`src/rtl/wb_pkg.sv`:
```
// Shared definitions for the Wishbone host initiator: default bus widths,
// FSM state encoding and the timeout counter width helper.
package wb_pkg;

  localparam int WB_AW = 32;
  localparam int WB_DW = 32;
  localparam int WB_SW = WB_DW / 8;

  typedef enum logic [1:0] {
    ST_IDLE = 2'd0,
    ST_BUS  = 2'd1,
    ST_RESP = 2'd2
  } wb_state_e;

  // A disabled timeout (0) still gets a 1-bit counter so the vector stays legal.
  function automatic int ctr_width(input int cycles);
    return (cycles > 0) ? $clog2(cycles + 1) : 1;
  endfunction

endpackage

```
`src/rtl/wb_timeout_ctr.sv`:
```
// Strobe-cycle counter for the initiator: cleared on request accept, counts
// while enabled, flags the last permitted cycle. TIMEOUT_CYCLES=0 never expires.
module wb_timeout_ctr
  import wb_pkg::*;
#(
  parameter int TIMEOUT_CYCLES = 255
) (
  input  logic clk_i,
  input  logic rst_ni,
  input  logic clr_i,
  input  logic en_i,
  output logic expire_o
);

  localparam int CW = ctr_width(TIMEOUT_CYCLES);

  logic [CW-1:0] cnt_q;

  // Holding at the expiry value keeps the counter from ever wrapping.
  always_ff @(posedge clk_i or negedge rst_ni) begin
    if (!rst_ni) begin
      cnt_q <= '0;
    end else if (clr_i) begin
      cnt_q <= '0;
    end else if (en_i && !expire_o) begin
      cnt_q <= cnt_q + 1'b1;
    end
  end

  generate
    if (TIMEOUT_CYCLES == 0) begin : g_no_timeout
      assign expire_o = 1'b0;
    end else begin : g_timeout
      localparam logic [CW-1:0] LAST = CW'(TIMEOUT_CYCLES - 1);
      assign expire_o = en_i && (cnt_q == LAST);
    end
  endgenerate

endmodule

```
`src/rtl/wb_host_initiator.sv`:
```
// Wishbone classic single-transfer initiator: one valid/ready request becomes one
// WB cycle and a one-cycle response pulse. Define WB_INIT_ERR_EN to add wbm_err_i.
module wb_host_initiator
  import wb_pkg::*;
#(
  parameter int AW             = WB_AW,
  parameter int DW             = WB_DW,
  parameter int TIMEOUT_CYCLES = 255
) (
  input  logic            wb_clk_i,
  input  logic            wb_rst_ni,
  input  logic            req_valid,
  output logic            req_ready,
  input  logic            req_we,
  input  logic [AW-1:0]   req_adr,
  input  logic [DW-1:0]   req_dat,
  input  logic [DW/8-1:0] req_sel,
  output logic            rsp_valid,
  output logic [DW-1:0]   rsp_dat,
  output logic            rsp_err,
  output logic            wbm_cyc_o,
  output logic            wbm_stb_o,
  output logic            wbm_we_o,
  output logic [DW/8-1:0] wbm_sel_o,
  output logic [AW-1:0]   wbm_adr_o,
  output logic [DW-1:0]   wbm_dat_o,
  input  logic            wbm_ack_i,
  input  logic [DW-1:0]   wbm_dat_i
`ifdef WB_INIT_ERR_EN
  ,
  input  logic            wbm_err_i
`endif
);

  wb_state_e       state_q;
  logic            cyc_q;
  logic            we_q;
  logic [AW-1:0]   adr_q;
  logic [DW-1:0]   dat_q;
  logic [DW/8-1:0] sel_q;
  logic            req_ready_q;
  logic            rsp_valid_q;
  logic [DW-1:0]   rsp_dat_q;
  logic            rsp_err_q;

  logic accept;
  logic bus_err;
  logic expire;

  assign accept = req_valid && req_ready_q;

`ifdef WB_INIT_ERR_EN
  assign bus_err = wbm_err_i;
`else
  assign bus_err = 1'b0;
`endif

  wb_timeout_ctr #(
    .TIMEOUT_CYCLES(TIMEOUT_CYCLES)
  ) u_timeout (
    .clk_i   (wb_clk_i),
    .rst_ni  (wb_rst_ni),
    .clr_i   (accept),
    .en_i    (state_q == ST_BUS),
    .expire_o(expire)
  );

  always_ff @(posedge wb_clk_i or negedge wb_rst_ni) begin
    if (!wb_rst_ni) begin
      // NOTE: the captured request fields are reset as well so every bus output is 0 out of reset.
      state_q     <= ST_IDLE;
      cyc_q       <= 1'b0;
      we_q        <= 1'b0;
      adr_q       <= '0;
      dat_q       <= '0;
      sel_q       <= '0;
      req_ready_q <= 1'b1;
      rsp_valid_q <= 1'b0;
      rsp_dat_q   <= '0;
      rsp_err_q   <= 1'b0;
    end else begin
      // NOTE: non-blocking assignments so every register updates from the same pre-edge values.
      case (state_q)
        ST_IDLE: begin
          if (accept) begin
            state_q     <= ST_BUS;
            req_ready_q <= 1'b0;
            cyc_q       <= 1'b1;
            we_q        <= req_we;
            adr_q       <= req_adr;
            dat_q       <= req_dat;
            sel_q       <= req_sel;
          end
        end
        ST_BUS: begin
          // Priority: bus error, then ack, then timeout (ack on the last cycle still succeeds).
          if (bus_err || wbm_ack_i || expire) begin
            state_q     <= ST_RESP;
            cyc_q       <= 1'b0;
            rsp_valid_q <= 1'b1;
            if (bus_err || !wbm_ack_i) begin
              rsp_err_q <= 1'b1;
              rsp_dat_q <= '0;
            end else begin
              rsp_err_q <= 1'b0;
              rsp_dat_q <= we_q ? '0 : wbm_dat_i;
            end
          end
        end
        ST_RESP: begin
          state_q     <= ST_IDLE;
          rsp_valid_q <= 1'b0;
          rsp_err_q   <= 1'b0;
          rsp_dat_q   <= '0;
          req_ready_q <= 1'b1;
        end
        default: begin
          state_q     <= ST_IDLE;
          cyc_q       <= 1'b0;
          rsp_valid_q <= 1'b0;
          rsp_err_q   <= 1'b0;
          rsp_dat_q   <= '0;
          req_ready_q <= 1'b1;
        end
      endcase
    end
  end

  assign req_ready = req_ready_q;
  assign rsp_valid = rsp_valid_q;
  assign rsp_dat   = rsp_dat_q;
  assign rsp_err   = rsp_err_q;
  assign wbm_cyc_o = cyc_q;
  assign wbm_stb_o = cyc_q;
  assign wbm_we_o  = we_q;
  assign wbm_sel_o = sel_q;
  assign wbm_adr_o = adr_q;
  assign wbm_dat_o = dat_q;

endmodule

```
`config.mk`:
```
export PLATFORM = sky130hd
export DESIGN_NAME = wb_host_initiator
export DESIGN_NICKNAME = d
export VERILOG_FILES = /design/src/rtl/wb_pkg.sv /design/src/rtl/wb_timeout_ctr.sv /design/src/rtl/wb_host_initiator.sv
export SDC_FILE = /design/constraint.sdc
export NUM_CORES = 1
export LEC_CHECK = 0
export ABC_AREA = 1
export CORE_UTILIZATION = 45
export DETAILED_ROUTE_END_ITERATION = 12
export PLACE_DENSITY = 0.84
export RECOVER_POWER = 25
export SLEW_MARGIN = 5
export SYNTH_ARGS = -nofsm -noshare
export SYNTH_HDL_FRONTEND = slang
export SYNTH_SLANG_ARGS = --single-unit
```
`constraint.sdc`:
```
create_clock -name wb_clk_i -period 2.3 [get_ports wb_clk_i]
set_input_delay 0.23 -clock wb_clk_i [delete_from_list [all_inputs] [get_ports wb_clk_i]]
set_output_delay 0.23 -clock wb_clk_i [all_outputs]
set_load 0.01 [all_outputs]
```
After elaboration in Yosys (flattened, before gate mapping)

Cells that the tools add are included.

Register bits: 115
Input bits: 105
Output and inout bits: 106

$add $sub $neg: 1
Eq/ne operators: 5
Muxes and demuxes: 19
Bitwise gates (word level): 3
Reductions and logical operators: 12

Operator list:

| kind                  | number |
|---|---|
| $mux W32              | 3 |
| $pmux W32 S2          | 1 |
| $mux W8               | 2 |
| $add A8 B1 Y8 const B | 1 |
| $eq A8 B8 Y1 const B  | 1 |
| $reduce_and A2 Y1     | 4 |
| $mux W1               | 6 |
| $pmux W1 S2           | 3 |
| $mux W2               | 2 |
| $ne A2 B2 Y1 const B  | 2 |
| $pmux W2 S2           | 1 |
| $logic_and A1 B1 Y1   | 3 |
| $not A1 Y1            | 3 |
| $pmux W1 S3           | 1 |
| $reduce_and A3 Y1     | 1 |
| $eq A2 B1 Y1 const B  | 1 |
| $eq A2 B2 Y1 const B  | 1 |
| $logic_not A2 Y1      | 1 |
| $reduce_bool A2 Y1    | 1 |
| $logic_not A1 Y1      | 1 |
| $logic_or A1 B1 Y1    | 1 |

Depth between registers and ports, before layout

Depth in word-level cells: 6
Mapped depth: 10

Hierarchy

Synthesis repeated with hierarchy kept, for this count alone.

Cell total of the unflattened synthesis: 533
Area total of the unflattened synthesis: 4700.8 um^2

Modules (own cells, without submodules):

| module            | instances | cells an instance | area each (um^2) |
|---|---|---|---|
| wb_host_initiator | 1         | 461               | 4166.5 |
| wb_timeout_ctr    | 1         | 72                | 534.3 |

Least setup slack after synthesis

No wires, ideal clock.

Path kind: reg2reg
From: reg u_timeout.cnt_q[0]
To: reg rsp_dat_q[10] (netlist: rsp_dat[10])
Library setup time: 117 ps
Arrival: 1326 ps
Data required time: 2183 ps
Path slack: 857 ps
Cell stages (with the launch flop): 11
Path buffers: 1
Period minus slack after synthesis: 1443 ps
Cell sequence: dfrtp_1 > inv_1 > ha_1 > nand2_1 > nor2_1 > nand2_4 > nand3_4 > nand2_4 > buf_6 > nand2_2 > nand2_1

Cells in the longest elaborated chain, start to end: 5

RTL lines:

| item                        | RTL line                 | source |
|---|---|---|
| start, declared             | wb_timeout_ctr.sv:17     | `logic [CW-1:0] cnt_q;` |
| start signal, assigned      | wb_timeout_ctr.sv:26     | `cnt_q <= cnt_q + 1'b1;` |
| $eq A8 B8 Y1                | wb_timeout_ctr.sv:35     | `assign expire_o = en_i && (cnt_q == LAST);` |
| $logic_and A1 B1 Y1         | wb_timeout_ctr.sv:35     |  |
| $logic_or A1 B1 Y1          | wb_host_initiator.sv:97  | `if (bus_err \|\| wbm_ack_i \|\| expire) begin` |
| $ne A2 B2 Y1 (no line)      | --                       |  |
| $reduce_and A2 Y1 (no line) | --                       |  |
| end signal, assigned        | wb_host_initiator.sv:106 | `rsp_dat_q <= we_q ? '0 : wbm_dat_i;` |
| end, declared               | wb_host_initiator.sv:43  | `logic [DW-1:0] rsp_dat_q;` |

No other way between the ends.
A chain may end at the register's enable or synchronous reset.

Worst setup path in the final report

From: reg req_ready_q (netlist: req_ready)
To: out req_ready

RTL lines:

| item                   | RTL line                 | source |
|---|---|---|
| start, declared        | wb_host_initiator.sv:41  | `logic req_ready_q;` |
| start signal, assigned | wb_host_initiator.sv:77  | `req_ready_q <= 1'b1;` |
| start signal, assigned | wb_host_initiator.sv:87  | `req_ready_q <= 1'b0;` |
| start signal, assigned | wb_host_initiator.sv:115 | `req_ready_q <= 1'b1;` |
| end, declared          | wb_host_initiator.sv:13  | `output logic req_ready,` |

No word-level cell between the ends.

==> results.json <==
{
  "slew-limit-headroom_pct": 25.6,
  "ctsResizeCount": 0,
  "max_stage_delay_ps": 550,
  "yosys.area.top_type_share_pct": 61.4,
  "post_dp_cell_area_sq_um": 6860,
  "htree_levels": 4,
  "ys_ff_latch": 115,
  "antenna_left": 0,
  "period_needed_ps": 1820,
  "critPathSlowestCell": "clkdlybuf4s50_1",
  "grt_pass1_wl_mm": 21.5,
  "worstMarginPinSlew_ps": 1120,
  "synth_nets": 636,
  "insertion_delay_ps": 500,
  "maxSlewViolCount": 0,
  "floorplan.die_area_sq_um": 10700,
  "dr.pass1.iters": 4,
  "synth_top_cell_by_area": "dfrtp_1",
  "finalSetupTns_ps": 0,
  "final_cell_mix": "nand2_1, clkdlybuf4s50_1, dfrtp_1",
  "peakVddDrop_mv": 0.779,
  "initialDrtViolationCount": 242,
  "cts_buffer_depth": 2,
  "setup_slack_ps": 477,
  "worst_ep_required_time_ps": 2070,
  "cts_tree": "built",
  "avgRoutedWirePerCell_microns": 14.4,
  "hpwl_mm": 8.95,
  "finalSetupViolCount": 0,
  "p_leak_uw": 0.00376,
  "startpoint_type": "register",
  "fin_crit_sh_pct": 79.3,
  "hold_viol": 0,
  "drive_above_1_share_pct": 8.08,
  "design_area_sq_um": 7540,
  "synth_cell_types": 23,
  "hold_class": "in2reg",
  "synthCells": 529,
  "root_buffer": "clkbuf_8",
  "postCtsSetupRepairBufs": 0,
  "rsz0062_at_grt": "false",
  "cp_cell_sequence": "clkdlybuf4s50_1",
  "die_w_microns": 104,
  "worst_path_dominant_cell_family": "buffers and inverters",
  "cp.buffers_inverters": 1,
  "io_pins": 211,
  "routed_wl_mm": 12.8,
  "rows": 36,
  "grt_max_degree": 54,
  "grtUsageTotal_pct": 25.5,
  "grt_overflow": 0,
  "yosysWarnings": 0,
  "multi_input_area_sq_um": 1590,
  "die_y_microns": 104,
  "max_freq_ghz": 0.549,
  "dp.cells": 855,
  "final_util_pct": 76.1,
  "regArea_sq_um": 2880,
  "num-fill-cells": 698,
  "seq_area_frac_synth_pct": 62.0,
  "p_per_area_nw_per_um2": 1410,
  "fin_cells": 888,
  "syn_area_per_cell_sq_um": 8.78,
  "clock-sinks": 115,
  "path_class": "reg2out",
  "numCtsBuffers": 17,
  "ctsHoldBuffers": 1,
  "start_util_pct": 46.9,
  "cp_data_arrival_time_ps": 1590,
  "skew_ps": 5.52,
  "antenna_found_initial": 0,
  "final_common_cell": "nand2_1",
  "gp_congestion": 0.868,
  "critPathCaptureType": "primary output",
  "vias": 4311,
  "synthTopCellsByArea": "dfrtp_1, nand2_1, nand3_1, nand2_2, buf_2",
  "clk_pin_slew_ps": 60,
  "coreArea_sq_um": 9910,
  "maxCapViolCount": 0,
  "viasPerCell": 4.85,
  "dp_worst_setup_slack_ps": 481,
  "syn-cell-area_sq_um": 4640,
  "nets": 849,
  "first_global_vias": 4411,
  "drc": 0,
  "syn_to_final_growth_pct": 62.4,
  "antenna_cells": 0,
  "critPathMaxFanout": 3,
  "status": "completed",
  "port_buffers": 210
}
[layer usage]
layer	GRT usage [%]	part of all wire, %
met2	41.9	49
met5	0	0
met4	9.52	2.0
met1	30.6	40
met3	9.31	8.8
[final cells by class]
cell class	count	area share [%]
clock buffer	23	6.32
clock inverter	9	2.62
inverter	12	0.597
multi-input combinational	378	21.1
sequential	115	38.2
tap	133	2.21
timing repair buffer	218	29.0
[power breakdown]
part	internal [uW]	leakage (uW)	switching (uW)
sequential	2930	0.00148	558
clock	2090	0.000328	873
combinational	2110	0.00195	2100
[synthesized netlist by cell type, drive strengths merged]
cell type	count
nand2	313
dfrtp	114
nand3	40
buf	19
nor2	14
inv	12
clkbuf	5
nand4	3
xor2	3
ha	2
a21oi	1
dfstp	1
nand3b	1
o21ai	1
[final timing paths]
kind	from	depth (start not counted)	slack, ps	endpoint
max in group asynchronous	wb_rst_ni	3	880	rsp_dat[3]
worst min-delay path	req_adr[7]	3	260	wbm_adr_o[7]
worst min register to register	wbm_adr_o[31]	2	470	wbm_adr_o[31]
worst max register to register	u_timeout.cnt_q[0]	9	580	rsp_dat[20]
min in group asynchronous	wb_rst_ni	2	510	wbm_dat_o[18]
worst max-delay path	req_ready	1	480	req_ready
[metrics by stage]
| step | total power [uW] | hold WS (ps) |
|---|---|---|
| after floorplan | 5360 | -65.6 |
| after global placement | 7550 | 256 |
| after detailed placement | 7720 | 260 |
| after CTS | 10800 | 234 |
| after global routing | 11300 | 250 |
| final | 10700 | 260 |
[cells by family after synthesis]
group,count (synthesis),share of synthesized area [%]
adders and majority gates,2,0.539
buffers and inverters,36,3.85
and+or+nand+nor,371,32.8
AOI/OAI and AO/OA,2,0.215
xor gates and xnor gates,3,0.566
DFF,115,62.0
[state kept, by name (all words and copies together) (netlist names)]
| name | cells |
|---|---|
| wbm_dat_o | 32 |
| u_timeout.cnt_q | 8 |
| rsp_valid | 1 |
| req_ready | 1 |
| wbm_adr_o | 32 |
| rsp_err | 1 |
| wbm_we_o | 1 |
| wbm_cyc_o | 1 |
| rsp_dat | 32 |
| wbm_sel_o | 4 |
| state_q | 2 |
No activity file was read; power rests on OpenSTA's default activity.
